--- src/rtl/elevator_call_register.sv ---
// Floor call input stage: sync, optional debounce (CALL_DEBOUNCE_EN),
// press-edge detect and per-floor pending-call latch for the LEDs.
module elevator_call_register #(
    parameter int N_FLOORS        = 3,
    parameter int DEBOUNCE_CYCLES = 4,
    parameter int FW              = $clog2(N_FLOORS)
) (
    input  logic                clk_50,
    input  logic                rst,
    input  logic [N_FLOORS-1:0] button_n,
    input  logic                serve_en,
    input  logic [FW-1:0]       serve_floor,
    output logic [N_FLOORS-1:0] call_pending,
    output logic [N_FLOORS-1:0] new_call,
    output logic                pending_any,
    output logic [FW:0]         pending_count
);

    localparam int CW = FW + 1;

    if (DEBOUNCE_CYCLES < 2 || DEBOUNCE_CYCLES > 255) begin : g_bad_db
        $error("DEBOUNCE_CYCLES must be 2..255");
    end

    logic [N_FLOORS-1:0] s1_q;
    logic [N_FLOORS-1:0] s2_q;
    logic [N_FLOORS-1:0] filt;
    logic [N_FLOORS-1:0] filt_q;
    logic [N_FLOORS-1:0] armed_q;
    logic                primed_q;
    logic [N_FLOORS-1:0] press;
    logic [N_FLOORS-1:0] new_call_q;
    logic [N_FLOORS-1:0] pending_q;
    logic [N_FLOORS-1:0] pending_d;

`ifdef CALL_DEBOUNCE_EN
    localparam logic [7:0] DB_LAST = 8'(DEBOUNCE_CYCLES - 1);

    logic [N_FLOORS-1:0] filt_db_q;
    logic [7:0]          cnt_q [N_FLOORS];

    always_ff @(posedge clk_50) begin
        if (rst) begin
            filt_db_q <= '1;
            for (int i = 0; i < N_FLOORS; i++) begin
                cnt_q[i] <= '0;
            end
        end else begin
            for (int i = 0; i < N_FLOORS; i++) begin
                if (s2_q[i] == filt_db_q[i]) begin
                    cnt_q[i] <= '0;
                end else if (cnt_q[i] == DB_LAST) begin
                    filt_db_q[i] <= s2_q[i];
                    cnt_q[i]     <= '0;
                end else begin
                    cnt_q[i] <= cnt_q[i] + 8'd1;
                end
            end
        end
    end

    assign filt = filt_db_q;
`else
    assign filt = s2_q;
`endif

    // A floor is armed only once its button has been seen released after
    // reset, so a button held through reset cannot fake a press.
    assign press = filt_q & ~filt & armed_q;

    always_comb begin
        pending_d = pending_q | press;
        for (int i = 0; i < N_FLOORS; i++) begin
            if (serve_en && serve_floor == FW'(i)) begin
                pending_d[i] = 1'b0;
            end
        end
    end

    always_ff @(posedge clk_50) begin
        if (rst) begin
            s1_q       <= '1;
            s2_q       <= '1;
            filt_q     <= '1;
            primed_q   <= 1'b0;
            armed_q    <= '0;
            new_call_q <= '0;
            pending_q  <= '0;
        end else begin
            s1_q       <= button_n;
            s2_q       <= s1_q;
            filt_q     <= filt;
            primed_q   <= 1'b1;
            armed_q    <= armed_q | ({N_FLOORS{primed_q}} & s1_q);
            new_call_q <= press;
            pending_q  <= pending_d;
        end
    end

    always_comb begin
        pending_count = '0;
        for (int i = 0; i < N_FLOORS; i++) begin
            pending_count = pending_count + CW'(pending_q[i]);
        end
    end

    assign call_pending = pending_q;
    assign new_call     = new_call_q;
    assign pending_any  = |pending_q;

endmodule
--- config.mk ---
export PLATFORM = sky130hd
export DESIGN_NAME = elevator_call_register
export DESIGN_NICKNAME = d
export VERILOG_FILES = /design/src/rtl/elevator_call_register.sv
export SDC_FILE = /design/constraint.sdc
export NUM_CORES = 1
export LEC_CHECK = 0
export ABC_AREA = 1
export CAP_MARGIN = 20
export CORE_MARGIN = 1
export CORE_UTILIZATION = 46
export CTS_CLUSTER_DIAMETER = 50
export DETAILED_ROUTE_END_ITERATION = 8
export GPL_TIMING_DRIVEN = 0
export HOLD_SLACK_MARGIN = 0.06
export PLACE_DENSITY = 0.89
export REMOVE_ABC_BUFFERS = 1
export SYNTH_ARGS = -nofsm -noshare
export SYNTH_HDL_FRONTEND = slang
export SYNTH_SLANG_ARGS = --single-unit
--- constraint.sdc ---
create_clock -name clk_50 -period 3.2 [get_ports clk_50]
set_input_delay 0.96 -clock clk_50 [delete_from_list [all_inputs] [get_ports clk_50]]
set_output_delay 0.96 -clock clk_50 [all_outputs]
set_load 0.03 [all_outputs]
Word-level counts from Yosys, hierarchy flattened
Cells that the tools add are included.
{"block": "classes", "addsub": 2, "mul": 0, "n_div": 0, "order_cmp": 0, "n_eq_ne": 2, "shifts": 0, "mux": 1, "n_bitwise": 6, "reduce_logical": 8}
{"cell": "AND 3 bit", "n": 3}
{"cell": "OR 3 bit", "n": 2}
{"cell": "OR reduction 2 bit", "n": 3}
{"cell": "adder 2 x 1 -> 3 bit", "n": 1}
{"cell": "logical AND 1 bit", "n": 3}
{"cell": "inverter 3 bit", "n": 1}
{"cell": "OR reduction 3 bit", "n": 1}
{"cell": "adder 1 x 1 -> 2 bit", "n": 1}
{"cell": "equality test 2 x 1 -> 1 bit, second input constant", "n": 1}
{"cell": "equality test 2 bit, second input constant", "n": 1}
{"cell": "zero test 2 bit", "n": 1}
{"cell": "2-to-1 mux 1 bit", "n": 1}
{"block": "totals", "regBits": 19, "latch_bits": 0, "mem_bits_rw": 0, "mem_bits_ro": 0, "inputBits": 8, "mem_count": 0}

Longest topological paths before layout
{"block": "depth", "depth_word": 4, "depth_mapped": 4, "mapped_depth_nobuf": 4}

Worst setup path after synthesis
Ideal clock, no wire load.
{"block": "synth_timing", "path_kind": "reg2out", "startpoint": "register pending_q[0], in the netlist call_pending[0]", "endpoint": "output pending_count[0]", "t_arrival_ps": 1171, "path_slack_ps": 1069, "stages_incl_launch_ff": 2, "path_buffers": 0, "cell_sequence": "dfxtp_1 fa_1"}
{"block": "synth_between", "elab_chain_len": 2}
{"element": "start: declaration", "line_no": "33", "text": "logic [N_FLOORS-1:0] pending_q;"}
{"element": "start signal: assignment", "line_no": "96", "text": "pending_q <= pending_d;"}
{"element": "adder 1 x 1 -> 2 bit", "line_no": "103", "text": "pending_count = pending_count + CW'(pending_q[i]);"}
{"element": "adder 2 x 1 -> 3 bit", "line_no": "103"}
{"element": "end: declaration", "line_no": "16", "text": "output logic [FW:0] pending_count"}
Every way passes these cells.

Worst setup path after layout
Same ends and word-level chain as after synthesis.

==> impl_metrics.tcl <==
set metrics [dict create \
    status "complete, no violations" \
    combPwrFrac 0.095 \
    io_buffers 16 \
    yosys-mux-area-fraction 0 \
    start_util 0.5214 \
    avgSynthCellArea_um2 9.540 \
    ys.warnings.count 0 \
    cp.arrival_ns 1.85 \
    cts_resized 0 \
    period_minus_slack_ns 2.809 \
    synth_fa_ha_area_frac 0.03279 \
    max_stage_delay_ns 0.67 \
    io_pins 18 \
    fmax_mhz 356.1 \
    grt_setup_unrepaired "no" \
    worst-path-buf-inv 1 \
    synth_top_family_by_area "simple AND/OR/NAND/NOR gates" \
    clock-sinks 19 \
    maxCapViolCount 0 \
    critical_path_required_ns 2.24 \
    place_area_um2 769.5 \
    area_growth_pct 30.33 \
    ys_ff_latch 19 \
    clock_path_buffers 2 \
    ant_nets 0 \
    grt_pass1_vias 392 \
    slowest_stage "clkdlybuf4s50_1" \
    n_fill_cell 106 \
    hpwlAfterDp_um 764.1 \
    tritoncts "yes" \
    synthCells 64 \
    vias 455 \
    hold_buffers 0 \
    die_w_um 38.43 \
    cp_cell_sequence "fa_1, clkdlybuf4s50_1" \
    fin_tns_setup_ns 0 \
    grt_max_degree 14 \
    wl_um 980 \
    fp.dieH_um 38.43 \
    crit_family "buffers and inverters" \
    period_share 0.8777 \
    fin_nets 92 \
    synth_compound_gate_area_share 0.02459 \
    grt.overflow.total 0 \
    slew_violations 0 \
    finalSetupViolations 0 \
    layout_commonest_cell "dfxtp_1" \
    yosys.area_share.simple 0.2602 \
    p_int_w 0.0003133 \
    core_mm2 0.001171 \
    vias_per_cell 4.740 \
    pwr-share-seq 0.622 \
    hold_viol 0 \
    clkLatencyLatePin_ns 0.29 \
    synth-xor-area-share 0 \
    clockRootBuffer "clkbuf_4" \
    wire_per_inst_um 10.21 \
    path_class "flop to output port" \
    whs_ns 0.4516 \
    drc_errors 0 \
    netlist_area_um2 610.6 \
    insertedDiodeCount 0 \
    switching_share 0.2237 \
    clkTransAtPathRegs_ns 0.09 \
    first_pass_iters 2 \
    ir_drop_mv 0.3648 \
    critPathLaunchType "flop" \
    seq_area_frac_synth 0.6230 \
    clock_skew_ns 0.001062 \
    h-tree-depth 1 \
    ys_types 13 \
    final_cell_mix "19 x dfxtp_1, 16 x nor2_1, 16 x clkdlybuf4s50_1" \
    cp_max_fo 4 \
    cts_buffers 3 \
    min_path_type "flop to flop" \
    switchingPower_w 0.00009026 \
    grt_use_total 0.1667 \
    cellPowerDensity_mw_per_mm2 507.1 \
    row_count 12 \
    p_leak_nw 0.3267 \
    place_congestion 0.6431 \
    critPathCaptureType "output port" \
    die-area_mm2 0.001477 \
    antenna_found_initial 0 \
    drive_gt1_frac 0.04878 \
    grt_pass1_wl_mm 1.566 \
    drt_iter0_markers 10 \
    clkPwrFrac 0.283 \
    cts_setup_buffers 0 \
    stdcell_area_um2 795.8 \
]
kinds of logic after synthesis:
logic type                 Yosys count
buffers and inverters                5
DFF                                 19
adders and majority gates            1
other                                1
and+or+nand+nor                     35
AOI/OAI and AO/OA                    3
worst register-to-register path: cells and delay by family (launching register included):
family / cells / cell delay (ns)
DFF: 1 / 0.32
and+or+nand+nor: 2 / 0.34
cell usage after synthesis:
cell type	n	area [µm²]
a21oi_1	3	15.01
buf_4	1	7.510
buf_6	1	11.26
conb_1	1	3.750
dfxtp_1	19	380.4
fa_1	1	20.02
inv_1	2	7.510
inv_4	1	6.260
nand2_1	7	26.28
nand3_1	2	10.01
nor2_1	16	60.06
or2_1	9	56.30
or3_1	1	6.260
metrics by stage:
step	worst slack, ns	power [W]	utilization	std cells
after floorplan	1.069	0.0002757	-	62
after global placement	0.7235	0.0002933	0.6571	92
after detailed placement	0.6982	0.0002952	0.6571	92
after CTS	0.3733	0.0004086	0.6795	96
after global routing	0.3140	0.0004246	0.6795	96
final	0.3915	0.0004036	0.6795	96
power groups by stage:
| stage | registers (W) | clock network [W] | logic (W) |
|---|---|---|---|
| 4_1_cts | 0.000251 | 0.000119 | 0.0000390 |
| 2_1_floorplan | 0.000258 | 0 | 0.0000181 |
| 5_1_grt | 0.000252 | 0.000130 | 0.0000426 |
| 3_5_place_dp | 0.000256 | 0 | 0.0000389 |
| 6_report | 0.000251 | 0.000114 | 0.0000384 |
| 3_3_place_gp | 0.000256 | 0 | 0.0000375 |
final cells by class:
cell class | count | area [µm²] | share of cell area
clock buffers | 4 | 26.28 | 0.03302
inverters | 3 | 13.76 | 0.01730
multi-input cells | 40 | 197.7 | 0.2484
flip-flops and latches | 19 | 380.4 | 0.4780
well taps | 14 | 17.52 | 0.02201
repair buffers | 16 | 160.2 | 0.2013
registers in the layout (all words and copies together), names as in the netlist:
register	cells
new_call	3
primed_q	1
call_pending	3
filt_q	3
armed_q	3
filt	3
s1_q	3
final timing paths:
kind | from | endpoint | slack [ns] | depth (start not counted)
worst max register to register | filt[1]$_SDFF_PP1_ | new_call[1]$_SDFF_PP0_ | 2.47 | 2
worst min register to register | s1_q[2]$_SDFF_PP1_ | filt[2]$_SDFF_PP1_ | 0.45 | 1
worst min-delay path | s1_q[2]$_SDFF_PP1_ | filt[2]$_SDFF_PP1_ | 0.45 | 1
worst max-delay path | call_pending[0]$_SDFF_PP0_ | pending_count[0] | 0.39 | 2
routing by layer:
metal	vias to the layer above	GRT usage	wire length (µm)
met4	0	0.1034	22
met1	201	0.1618	412
met3	4	0.05814	68
met2	19	0.2966	476
li1	231	-	-
met5	-	0	0
Note: power is estimated with default switching activity, not from simulation.
